`config.mk`:
```
export PLATFORM = sky130hd
export DESIGN_NAME = tpfu_sequencer
export DESIGN_NICKNAME = d
export VERILOG_FILES = /design/src/rtl/tpfu_pkg.sv /design/src/rtl/tpfu_valid_pipe.sv /design/src/rtl/tpfu_sequencer.sv
export SDC_FILE = /design/constraint.sdc
export NUM_CORES = 1
export LEC_CHECK = 0
export ABC_AREA = 1
export BUFFER_PORTS_ARGS = -buffer_cell sky130_fd_sc_hd__buf_2
export CORE_AREA = 2 2 197 199
export CTS_CLUSTER_SIZE = 14
export DETAILED_ROUTE_END_ITERATION = 8
export DIE_AREA = 0 0 199 201
export GPL_ROUTABILITY_DRIVEN = 0
export GPL_TIMING_DRIVEN = 0
export HOLD_SLACK_MARGIN = 0.02
export PLACE_DENSITY = 0.61
export SYNTH_ARGS = -nofsm -noshare
export SYNTH_HDL_FRONTEND = slang
export SYNTH_SLANG_ARGS = --single-unit
```
`constraint.sdc`:
```
create_clock -name clk -period 3.05 [get_ports clk]
set_input_delay 0.305 -clock clk [delete_from_list [all_inputs] [get_ports clk]]
set_output_delay 0.305 -clock clk [all_outputs]
set_load 0.01 [all_outputs]
```
`src/rtl/tpfu_pkg.sv`:
```
// Shared types and constants for the temporally programmed FU sequencer.
// Optional perf counter in the top is enabled by defining TPFU_PERF_CNT_EN.
package tpfu_pkg;

    typedef enum logic [2:0] {
        IDLE  = 3'd0,
        LOAD  = 3'd1,
        ISSUE = 3'd2,
        DRAIN = 3'd3,
        DONE  = 3'd4
    } state_t;

    localparam logic [5:0] OP_ADD  = 6'b000001;
    localparam logic [5:0] OP_SUB  = 6'b000010;
    localparam logic [5:0] OP_MUL  = 6'b000011;
    localparam logic [5:0] OP_ADDI = 6'b000101;
    localparam logic [5:0] OP_SUBI = 6'b000110;
    localparam logic [5:0] OP_MULI = 6'b000111;

    // Instruction field boundaries: opcode | dst | src1 | src2/imm
    localparam int OPC_MSB  = 23;
    localparam int OPC_LSB  = 18;
    localparam int DST_MSB  = 17;
    localparam int DST_LSB  = 12;
    localparam int SRC1_MSB = 11;
    localparam int SRC1_LSB = 6;
    localparam int SRC2_MSB = 5;
    localparam int SRC2_LSB = 0;

    localparam int PIPE_LAT_DEF = 4;

endpackage

```
`src/rtl/tpfu_valid_pipe.sv`:
```
// Shift register mirroring the FU pipeline: carries {valid, program index}
// so results can be flagged exactly LAT cycles after issue.
module tpfu_valid_pipe #(
    parameter int LAT   = 4,
    parameter int IDX_W = 4
) (
    input  logic             clk,
    input  logic             rst,
    input  logic             in_v,
    input  logic [IDX_W-1:0] in_idx,
    output logic             out_v,
    output logic [IDX_W-1:0] out_idx,
    output logic             inflight
);

    logic [LAT-1:0]   v_q;
    logic [LAT-1:0]   v_d;
    logic [IDX_W-1:0] idx_q [LAT];
    logic [IDX_W-1:0] idx_d [LAT];

    genvar gi;
    generate
        for (gi = 0; gi < LAT; gi++) begin : g_stage
            if (gi == 0) begin : g_head
                assign v_d[gi]   = in_v;
                assign idx_d[gi] = in_idx;
            end else begin : g_tail
                assign v_d[gi]   = v_q[gi-1];
                assign idx_d[gi] = idx_q[gi-1];
            end
        end
    endgenerate

    always_ff @(posedge clk or posedge rst) begin
        if (rst) begin
            v_q <= '0;
            for (int i = 0; i < LAT; i++) idx_q[i] <= '0;
        end else begin
            v_q <= v_d;
            for (int i = 0; i < LAT; i++) idx_q[i] <= idx_d[i];
        end
    end

    // Anything still travelling that has not yet reached the output stage.
    always_comb begin
        inflight = 1'b0;
        for (int i = 0; i < LAT - 1; i++) inflight = inflight | v_q[i];
    end

    assign out_v   = v_q[LAT-1];
    assign out_idx = idx_q[LAT-1];

endmodule

```
`src/rtl/tpfu_sequencer.sv`:
```
// Programmable sequencer: captures an input burst into the FU register file,
// then issues the stored program and flags results. Macro: TPFU_PERF_CNT_EN.
module tpfu_sequencer
    import tpfu_pkg::*;
#(
    parameter int PROG_DEPTH = 16,
    parameter int INST_W     = 24,
    parameter int RF_ADDR_W  = 6,
    parameter int PIPE_LAT   = PIPE_LAT_DEF,
    localparam int PC_W      = $clog2(PROG_DEPTH)
) (
    input  logic                 clk,
    input  logic                 rst,
    input  logic                 prog_we,
    input  logic [PC_W-1:0]      prog_addr,
    input  logic [INST_W-1:0]    prog_data,
    input  logic [PC_W:0]        prog_len,
    input  logic                 valid,
    output logic                 din_ready,
    output logic                 rf_we,
    output logic [RF_ADDR_W-1:0] rf_waddr,
    output logic [INST_W-1:0]    inst,
    output logic                 inst_v,
    output logic                 res_v,
    output logic [PC_W-1:0]      res_idx,
    output logic                 busy,
    output logic                 done,
    output logic                 rf_ovf
`ifdef TPFU_PERF_CNT_EN
    ,
    output logic [31:0]          perf_cycles
`endif
);

    localparam logic [PC_W:0] LEN_MAX = (PC_W + 1)'(PROG_DEPTH);

    state_t               state_q, state_d;
    logic [PC_W:0]        len_q, len_d;
    logic [PC_W-1:0]      pc_q, pc_d;
    logic [RF_ADDR_W:0]   cnt_q, cnt_d;
    logic                 ovf_q, ovf_d;
    logic                 rdy_q, rdy_d;
    logic                 accept, ovf_now, last_issue, inflight;
    logic [INST_W-1:0]    pmem [PROG_DEPTH];

    // Program memory: written only while idle, read combinationally from pc.
    always_ff @(posedge clk) begin
        if (state_q == IDLE && prog_we) pmem[prog_addr] <= prog_data;
    end

    // rdy_q gates burst acceptance so nothing is taken during or right after reset.
    assign accept     = (state_q == IDLE) && valid && rdy_q;
    assign last_issue = ({1'b0, pc_q} == (len_q - (PC_W + 1)'(1)));

    always_comb begin
        state_d  = state_q;
        len_d    = len_q;
        pc_d     = pc_q;
        cnt_d    = cnt_q;
        ovf_d    = ovf_q;
        rf_we    = 1'b0;
        rf_waddr = '0;
        inst_v   = 1'b0;
        ovf_now  = 1'b0;
        case (state_q)
            IDLE: begin
                pc_d = '0;
                if (accept) begin
                    len_d   = (prog_len > LEN_MAX) ? LEN_MAX : prog_len;
                    rf_we   = 1'b1;
                    cnt_d   = (RF_ADDR_W + 1)'(1);
                    ovf_d   = 1'b0;
                    state_d = LOAD;
                end
            end
            LOAD: begin
                if (valid) begin
                    // Counter saturates at 2^RF_ADDR_W; further words are dropped.
                    if (cnt_q[RF_ADDR_W]) begin
                        ovf_now = 1'b1;
                        ovf_d   = 1'b1;
                    end else begin
                        rf_we    = 1'b1;
                        rf_waddr = cnt_q[RF_ADDR_W-1:0];
                        cnt_d    = cnt_q + (RF_ADDR_W + 1)'(1);
                    end
                end else begin
                    state_d = (len_q == '0) ? DONE : ISSUE;
                end
            end
            ISSUE: begin
                inst_v = 1'b1;
                pc_d   = pc_q + PC_W'(1);
                if (last_issue) state_d = DRAIN;
            end
            DRAIN: begin
                if (!inflight) state_d = DONE;
            end
            DONE: begin
                state_d = IDLE;
            end
            default: begin
                state_d = IDLE;
            end
        endcase
        rdy_d = (state_d == IDLE) || (state_d == LOAD);
    end

    always_ff @(posedge clk or posedge rst) begin
        if (rst) begin
            state_q <= IDLE;
            len_q   <= '0;
            pc_q    <= '0;
            cnt_q   <= '0;
            ovf_q   <= 1'b0;
            rdy_q   <= 1'b0;
        end else begin
            state_q <= state_d;
            len_q   <= len_d;
            pc_q    <= pc_d;
            cnt_q   <= cnt_d;
            ovf_q   <= ovf_d;
            rdy_q   <= rdy_d;
        end
    end

    tpfu_valid_pipe #(
        .LAT   (PIPE_LAT),
        .IDX_W (PC_W)
    ) u_valid_pipe (
        .clk      (clk),
        .rst      (rst),
        .in_v     (inst_v),
        .in_idx   (pc_q),
        .out_v    (res_v),
        .out_idx  (res_idx),
        .inflight (inflight)
    );

    assign inst      = inst_v ? pmem[pc_q] : '0;
    assign din_ready = rdy_q;
    assign busy      = (state_q != IDLE);
    assign done      = (state_q == DONE);
    assign rf_ovf    = ovf_q | ovf_now;

`ifdef TPFU_PERF_CNT_EN
    logic [31:0] perf_q, perf_d;

    always_comb begin
        perf_d = perf_q;
        if (accept) perf_d = '0;
        else if (busy && perf_q != 32'hFFFF_FFFF) perf_d = perf_q + 32'd1;
    end

    always_ff @(posedge clk or posedge rst) begin
        if (rst) perf_q <= '0;
        else     perf_q <= perf_d;
    end

    assign perf_cycles = perf_q;
`endif

endmodule
```
== Word level (Yosys, flattened, before mapping) ==
Memory sizes are Yosys's and may differ from the RTL's.
Index checks and enable logic that the tools add are counted.
Storage, ports and cells
  memories kept: 1
  logic and storage cells: 74
  flip-flop bits (word level): 41
  input port bits: 37
  RAM bits: 384
  output and inout bits: 41
  latch bits: 0
  ROM bits: 0
Memories
  pmem: depth 16, bits a word 24, read ports 1, clocked after memory_dff 0, write ports 1, line tpfu_sequencer.sv:44  | logic [INST_W-1:0] pmem [PROG_DEPTH];
Operators by class
  bitwise logic cells: 3
  add/subtract/negate cells: 3
  div/mod/pow operators: 0
  multiplexer cells: 30
  order comparisons: 1
  eq/ne operators: 10
  $mul: 0
  shift-type cells: 0
  reductions and logical operators: 14
Operators with widths (number)
  two-way mux 24 bit: 1
  two-way mux 7 bit: 3
  two-way mux 6 bit: 3
  two-way mux 3 bit: 5
  one-hot mux 7 bit (2 select lines): 1
  two-way mux 1 bit: 12
  one-hot mux 3 bit (4 select lines): 1
  != test 2 bit, second input constant: 4
  one-hot mux 4 bit (2 select lines): 1
  AND reduction 4 bit: 2
  adder 7 x 1 -> 7 bit, second input constant: 1
  == test 3 x 1 -> 1 bit, second input constant: 2
  == test 3 x 2 -> 1 bit, second input constant: 2
  zero test 3 bit: 2
  == test 4 x 5 -> 1 bit: 1
  greater-than comparator 5 bit, second input constant: 1
  zero test 5 bit: 1
  two-way mux 5 bit: 1
  subtractor 5 x 1 -> 5 bit, second input constant: 1
  adder 4 x 1 -> 4 bit, second input constant: 1
  one-hot mux 1 bit (2 select lines): 2
  nonzero test 2 bit: 2
  == test 3 bit, second input constant: 1
  logical AND 1 bit: 3
  5 further kinds: 7

== Longest topological paths before layout ==
Gate-level depths: netlist (run 1).
  depth after elaboration: 7
  mapped depth: 10
  depth with buffers taken out: 7

== Cells and area by module ==
A second synthesis (run 1) with hierarchy kept.
Second synthesis, totals
  cells, all modules: 1695
  area total of the unflattened synthesis: 17999.8 um2
By module, submodules not included
  tpfu_sequencer: seq. area each 12056.6 um2, cells an instance 1671, area an instance 17484.3 um2, instances 1
  tpfu_valid_pipe: seq. area each 500.5 um2, cells an instance 24, area an instance 515.5 um2, instances 1

== Worst setup path before layout (run 1) ==
No wires, ideal clock.
  path type: register -> register
  start point: reg state_q[1]
  end point: mem pmem[0][0] (enable)
  period minus slack after synthesis: 2515 ps
  arrival time: 2110 ps
  required time: 2645 ps
  library setup time: 405 ps
  slack: 535 ps
  path buffers: 0
  cell stages (with the launch flop): 6
  path through: dfrtp_1 nor2_2 nand2_1 nor2_1 nand3_1 nor2_1
Between the ends
  word-level cells in the longest chain between the ends: 4
RTL lines
  start: declaration: line tpfu_sequencer.sv:37  | state_t state_q, state_d;
  start signal: assignment: line tpfu_sequencer.sv:118  | state_q <= state_d;
  zero test 3 bit: line tpfu_sequencer.sv:48  | if (state_q == IDLE && prog_we) pmem[prog_addr] <= prog_data;
  logical AND 1 bit: line tpfu_sequencer.sv:48
  two-way mux 1 bit: line tpfu_sequencer.sv:48
  two-way mux 1 bit (not written as such): line tpfu_sequencer.sv:48
  end: declaration: line tpfu_sequencer.sv:44
No other way between the ends.

== Worst setup path in the final report (run 1) ==
  start point: reg state_q[1]
  end point: mem pmem[1][8] (enable)
The elaborated chain is that of the path after synthesis.

==> metrics.txt, run 1 <==
Die H=201 um; Final #Nets=1880; Finished Cell Area=0.0209 mm^2; flop-to-flop setup slack=70 ps; WL final=51.9 mm; vias per cell=between 5 and 6; total CTS buffers=45; final setup TNS=0 ps; Async SR Flop Fraction=0.0965; Slew @ Worst Pin=999 ps; largest net degree at the start of global routing=42; Cell Chain, Critical Path=nor2_2 > nand2_1 > nor2_1 > nand3_1 > nor2_4; distinct cell type count after synthesis=34; die width=199 um; status=finished, final reports clean; met3 wire len=5.11 mm; Port-buffer cells=77; unrepaired setup endpoints after global routing=yes; # DRC=0; sequential cell area=0.0126 mm^2; Post-Syn Nets=1737; Worst-Skew Late Latency=570 ps; Final Hold Fails=0; number of synthesized flops with an enable pin=about 380; routed length on met2=around 24 mm; Ports=78; Placeable Area=0.0381 mm^2; root buffer selected by CTS=clkbuf_16; max-slew violations=0; clk slew on worst S/H paths=60 ps; average wire per standard cell=roughly 22 um; critical path class=reg -> reg; most frequent cells in the layout=603 x nand2_1, 384 x edfxtp_1, 252 x nand3_1; FF-to-FF Start=state_q[1]$_DFF_PP0_; Fill cells=3186; Hold Path Sink=len_q[3]$_DFFE_PP0P_; CP peak stage delay=910 ps; Seq/Total Area, Yosys=0.697; grt ovf=0; Leakage Power=8.87 nW; Slowest-stage cell, CP=nor2_4; H-tree levels=2; Routed Antenna Nets=0; standard-cell rows=72; Setup Buffers After CTS=0; Num Clock Sinks=~430; min-delay worst type=in -> reg; maximum clock frequency=0.335 GHz; Tmin final=2980 ps; startpoint types=register; maximum clock insertion buffer count=3; top layer in use=met4; TritonCTS clock tree=done; Mapped Area=0.0180 mm^2; commonest non-fill, non-tap cell in the layout=nand2_1; WL met1=20.5 mm; initial antenna violation count=0; Placed Area=between 0.015 and 0.02 mm^2; Initial Util=0.473; Die ar.=0.0400 mm^2; CP max FO=24; Max Cap Viol=0; Yosys reg bits=425; vias in the first global route=approximately 12000; synthesized area per cell=between 10 and 15 um^2; Worst VDD drop=0.543 mV; setup violators final=0; Tot Pwr=0.0167 W; critical path endpoint category=register; CP required=about 3200 ps; critical path data arrival time=roughly 3200 ps; ys flop type=edfxtp_1; HP Start=prog_len[4]; Rel. slew slack=0.333; global-route wire length before repair=75.4 mm; power per cell area=798 mW/mm^2; Synthesis Warnings=0; Ant. Diodes=0; layout cells sized above 1=0.132; Via Count=~13000; CP startpoint=state_q[1]$_DFF_PP0_; Final Cycle Share=0.978; Worst R2R End=pmem[1][8]$_DFFE_PP_; Hold Path Cell Cnt=4; gr usage total=0.264; clk_skew=around 20 ps; TritonRoute pass-1 iters=5; footprint of the multi-input gates=0.00424 mm^2; Post-Syn Instances=around 1700; DP Wirelength=32.4 mm; Syn-to-layout area delta=16.2%; Worst Reg-to-Reg Cells=5; initial DRC count=1477
synth_stat cells (2+ instances only):
cell type / count / area, um^2
nand3_1: 252 / 1260
nand2_1: 603 / 2260
buf_6: 8 / 90.1
ha_1: 3 / 37.5
nand2_2: 2 / 12.5
a21oi_1: 27 / 135
nor3_1: 5 / 25.0
inv_1: 224 / 841
a22oi_1: 2 / 15.0
o21ai_0: 11 / 55.1
buf_2: 38 / 190
xnor2_1: 5 / 43.8
nand4_1: 3 / 18.8
dfrtp_1: 41 / 1030
clkbuf_1: 13 / 48.8
nor2_1: 32 / 120
buf_1: 12 / 45.0
o22ai_1: 4 / 25.0
edfxtp_1: 384 / 11500
xor2_1: 2 / 17.5
inv_2: 2 / 7.51
o211ai_1: 2 / 15.0
buf_4: 11 / 82.6
registers in the layout, summed over array words and instances (netlist names):
name,cells
cnt_q,7
din_ready,1
len_q,5
ovf_q,1
pc_q,4
pmem,384
state_q,3
u_valid_pipe.idx_d,12
u_valid_pipe.out_idx,4
u_valid_pipe.v_q,4
final cells by class:
| cell class | instances | area share |
|---|---|---|
| tap | 518 | 0.0310 |
| timing repair buffer | 96 | 0.0374 |
| multi-input combinational | 961 | 0.203 |
| buffer | 83 | 0.0237 |
| sequential | 425 | 0.600 |
| clock buffer | 56 | 0.0583 |
| clock inverter | 21 | 0.00580 |
| inverter | 228 | 0.0411 |
logic make-up (layout without fill, tap and decap cells):
kind of cell / Yosys count / in the layout / synth area share
and+or+nand+nor: 903 / 903 / 0.209
DFF: 425 / 425 / 0.697
buffers and inverters: 311 / 484 / 0.0740
AOI/OAI and AO/OA: 48 / 48 / 0.0144
xor gates and xnor gates: 7 / 7 / 0.00340
adders and majority gates: 3 / 3 / 0.00208
what timing repair did:
action                                 CTS  global route
endpoints found under the hold margin   45             0
hold buffers                             5             0
gates resized for setup                  6            10
setup endpoints to repair               12            63
worst max path at each step:
stage | to | depth (start not counted)
finish | pmem[1][8]$_DFFE_PP_ | 5
global route | pmem[0][6]$_DFFE_PP_ | 5
CTS | inst[10] | 8
detailed placement | pmem[0][7]$_DFFE_PP_ | 5
global placement | pmem[15][7]$_DFFE_PP_ | 5
floorplan | pmem[0][0]$_DFFE_PP_ | 5
routing by layer:
layer  vias up  global-route usage
met5         -                   0
met4         0               0.126
met3       149              0.0481
met2       666               0.419
met1      6107               0.351
li1       5846                   -
power breakdown:
part           switching, W  internal [W]
combinational       0.00351       0.00138
sequential         0.000130       0.00662
clock               0.00218       0.00290
worst max-delay path, delay by kind of cell (launching register included):
family | cells | cell delay, ps
AND/OR/NAND/NOR | 5 | 2160
flip-flops | 1 | 410
through the flow:
step | hold slack [ps] | worst slack [ps] | util | instances
3_3_place_gp | 331 | -1200 | 0.500 | 2292
4_1_cts | 25.5 | 0.773 | 0.549 | 2388
5_1_grt | 67.9 | -47.6 | 0.549 | 2388
2_1_floorplan | 331 | 535 | - | 1697
6_report | 34.8 | 68.5 | 0.549 | 2388
3_5_place_dp | 335 | 66.1 | 0.512 | 2306
(Power assumes the default switching activity.)
==> run 2, diff against run 1 <==
--- a/config.mk
+++ b/config.mk
@@ -7,14 +7,14 @@
 export LEC_CHECK = 0
 export ABC_AREA = 1
 export BUFFER_PORTS_ARGS = -buffer_cell sky130_fd_sc_hd__buf_2
-export CORE_AREA = 2 2 197 199
+export CORE_AREA = 4 4 232 234
 export CTS_CLUSTER_SIZE = 14
 export DETAILED_ROUTE_END_ITERATION = 8
-export DIE_AREA = 0 0 199 201
+export DIE_AREA = 0 0 236 238
 export GPL_ROUTABILITY_DRIVEN = 0
 export GPL_TIMING_DRIVEN = 0
 export HOLD_SLACK_MARGIN = 0.02
-export PLACE_DENSITY = 0.61
+export PLACE_DENSITY = 0.47
 export SYNTH_ARGS = -nofsm -noshare
 export SYNTH_HDL_FRONTEND = slang
 export SYNTH_SLANG_ARGS = --single-unit
==> run 2 against run 1 <==
  * Maximum frequency up 1.2%
  * Worst setup slack improved by 35 ps
  * Global-route usage is 6.9 points lower
  * Flip-flop and latch count unchanged
  * Sequential power is essentially flat
  * Combinational power is 2% higher
  * Hold slack improved by 14 ps
  * Core utilization down 14 points
  * Largest power group unchanged
  * Highest routed layer unchanged
==> metrics.txt, run 2 (synthesized netlist as in run 1, its figures left out) <==
CP max FO=10; Finished Cell Area=0.0215 mm^2; Rel. slew slack=0.375; final hold slack=48.7 ps; initial antenna violation count=0; Tmin final=2950 ps; Initial Util=0.346; Placeable Area=between 0.05 and 0.06 mm^2; critical path data arrival time=2640 ps; min-delay worst type=in -> reg; Top reg by flops=pmem; # DRC=0; status=finished, final reports clean; Num Clock Sinks=425; total CTS buffers=48; maximum clock frequency=between 0.3 and 0.4 GHz; commonest non-fill, non-tap cell in the layout=nand2_1; Setup Buffers After CTS=0; final worst setup slack=104 ps; flip-flop count of the largest register after layout=384; setup violators final=0; Die H=roughly 240 um; Port-buffer cells=77; critical path class=reg -> out; most frequent cells in the layout=603 x nand2_1, 384 x edfxtp_1, 252 x nand3_1; Final Cycle Share=0.966; max-slew violations=0; TritonRoute pass-1 iters=5; setup slack at placement=356 ps; average wire per standard cell=between 20 and 25 um; Max Cap Viol=0; Worst VDD drop=0.469 mV; Final #Nets=1885; die width=236 um; startpoint types=register; gr usage total=0.195; WL final=55.8 mm; unrepaired setup endpoints after global routing=no; layout cells sized above 1=0.144; root buffer selected by CTS=clkbuf_16; critical path endpoint category=primary output; Placed Area=between 0.015 and 0.02 mm^2; Slew @ Worst Pin=between 900 and 1000 ps; clk slew on worst S/H paths=approximately 60 ps; Die ar.=0.0562 mm^2; initial DRC count=1171; power per cell area=818 mW/mm^2; vias in the first global route=between 10000 and 15000; Routed Antenna Nets=0; Via Count=around 12000; global-route wire length before repair=79.5 mm; Worst-Skew Late Latency=590 ps; largest net degree at the start of global routing=42; Leakage Power=9.04 nW; clk_skew=22.0 ps; flop-to-flop setup slack=430 ps; grt ovf=0; maximum clock insertion buffer count=3; CP required=2740 ps; standard-cell rows=84; final setup TNS=0 ps; Ports=slightly below 80; DP Wirelength=35.7 mm; TritonCTS clock tree=done; Final Hold Fails=0; H-tree levels=2; Syn-to-layout area delta=19.3%; vias per cell=4.80
run 2: cell count changes in the layout (fill, tap and decap cells not counted), sizes merged:
cell | before | now
clkbuf | 72 | 76
clkdlybuf4s15 | 2 | 3
diode | 0 | 3
clkinv | 20 | 23
buf | 156 | 155
inv | 227 | 228
bufinv | 1 | 6
clkdlybuf4s18 | 0 | 1
run 2: power by group:
group | internal (W) | switching, W
Clock | 0.00351 | 0.00236
Sequential | 0.00661 | 0.000121
Combinational | 0.00140 | 0.00358
Total | 0.0115 | 0.00606
run 2: worst max-delay path, stage by stage, from the launching register on:
cell     delay, ps
dfrtp_1        330
buf_2          330
buf_1          730
nand3_1        170
a21oi_1        310
buf_2          190
run 2: per-layer routing:
layer | part of all wire | vias up | global-route usage | wire [um]
met4 | 0.027 | 0 | 0.0630 | 1530
met3 | 0.067 | 88 | 0.0310 | 3740
met5 | 0 | - | 0 | 0
li1 | - | 5867 | - | -
met1 | 0.46 | 5965 | 0.283 | 25600
met2 | 0.45 | 445 | 0.302 | 24900
run 2: area by class of cell:
type	instances	area (um^2)
well taps	688	861
inverters	228	861
clock buffers	59	1290
fillers	4963	30500
flip-flops and latches	425	12600
plain buffers	83	518
diodes	3	7.51
repair buffers	98	838
clock inverters	30	308
multi-input cells	961	4260
run 2: through the flow:
stage,power [W],util,instances
after CTS,0.0177,0.413,2572
after global routing,0.0184,0.413,2572
final,0.0176,0.413,2575
after floorplan,0.00969,-,1697
after detailed placement,0.0118,0.380,2478
after global placement,0.0117,0.370,2462
run 2: timing repair:
action / in CTS / in global routing
hold buffers: 5 / 0
pin swaps: 0 / 0
hold endpoints to repair: 45 / 0
resized for setup: 13 / 16
setup endpoints to repair: 21 / 17
run 2: final timing paths:
check | start | to | cells past startpoint
hold / removal | prog_len[4] | len_q[3]$_DFFE_PP0P_ | 4
hold reg to reg | u_valid_pipe.idx_d[6]$_DFF_PP0_ | u_valid_pipe.idx_d[2]$_DFF_PP0_ | 0
setup / recovery | pc_q[3]$_DFFE_PP0P_ | inst[22] | 5
setup reg to reg | state_q[1]$_DFF_PP0_ | pmem[11][6]$_DFFE_PP_ | 6
min in group asynchronous | rst | state_q[1]$_DFF_PP0_ | 3
max in group asynchronous | rst | u_valid_pipe.out_idx[0]$_DFF_PP0_ | 3
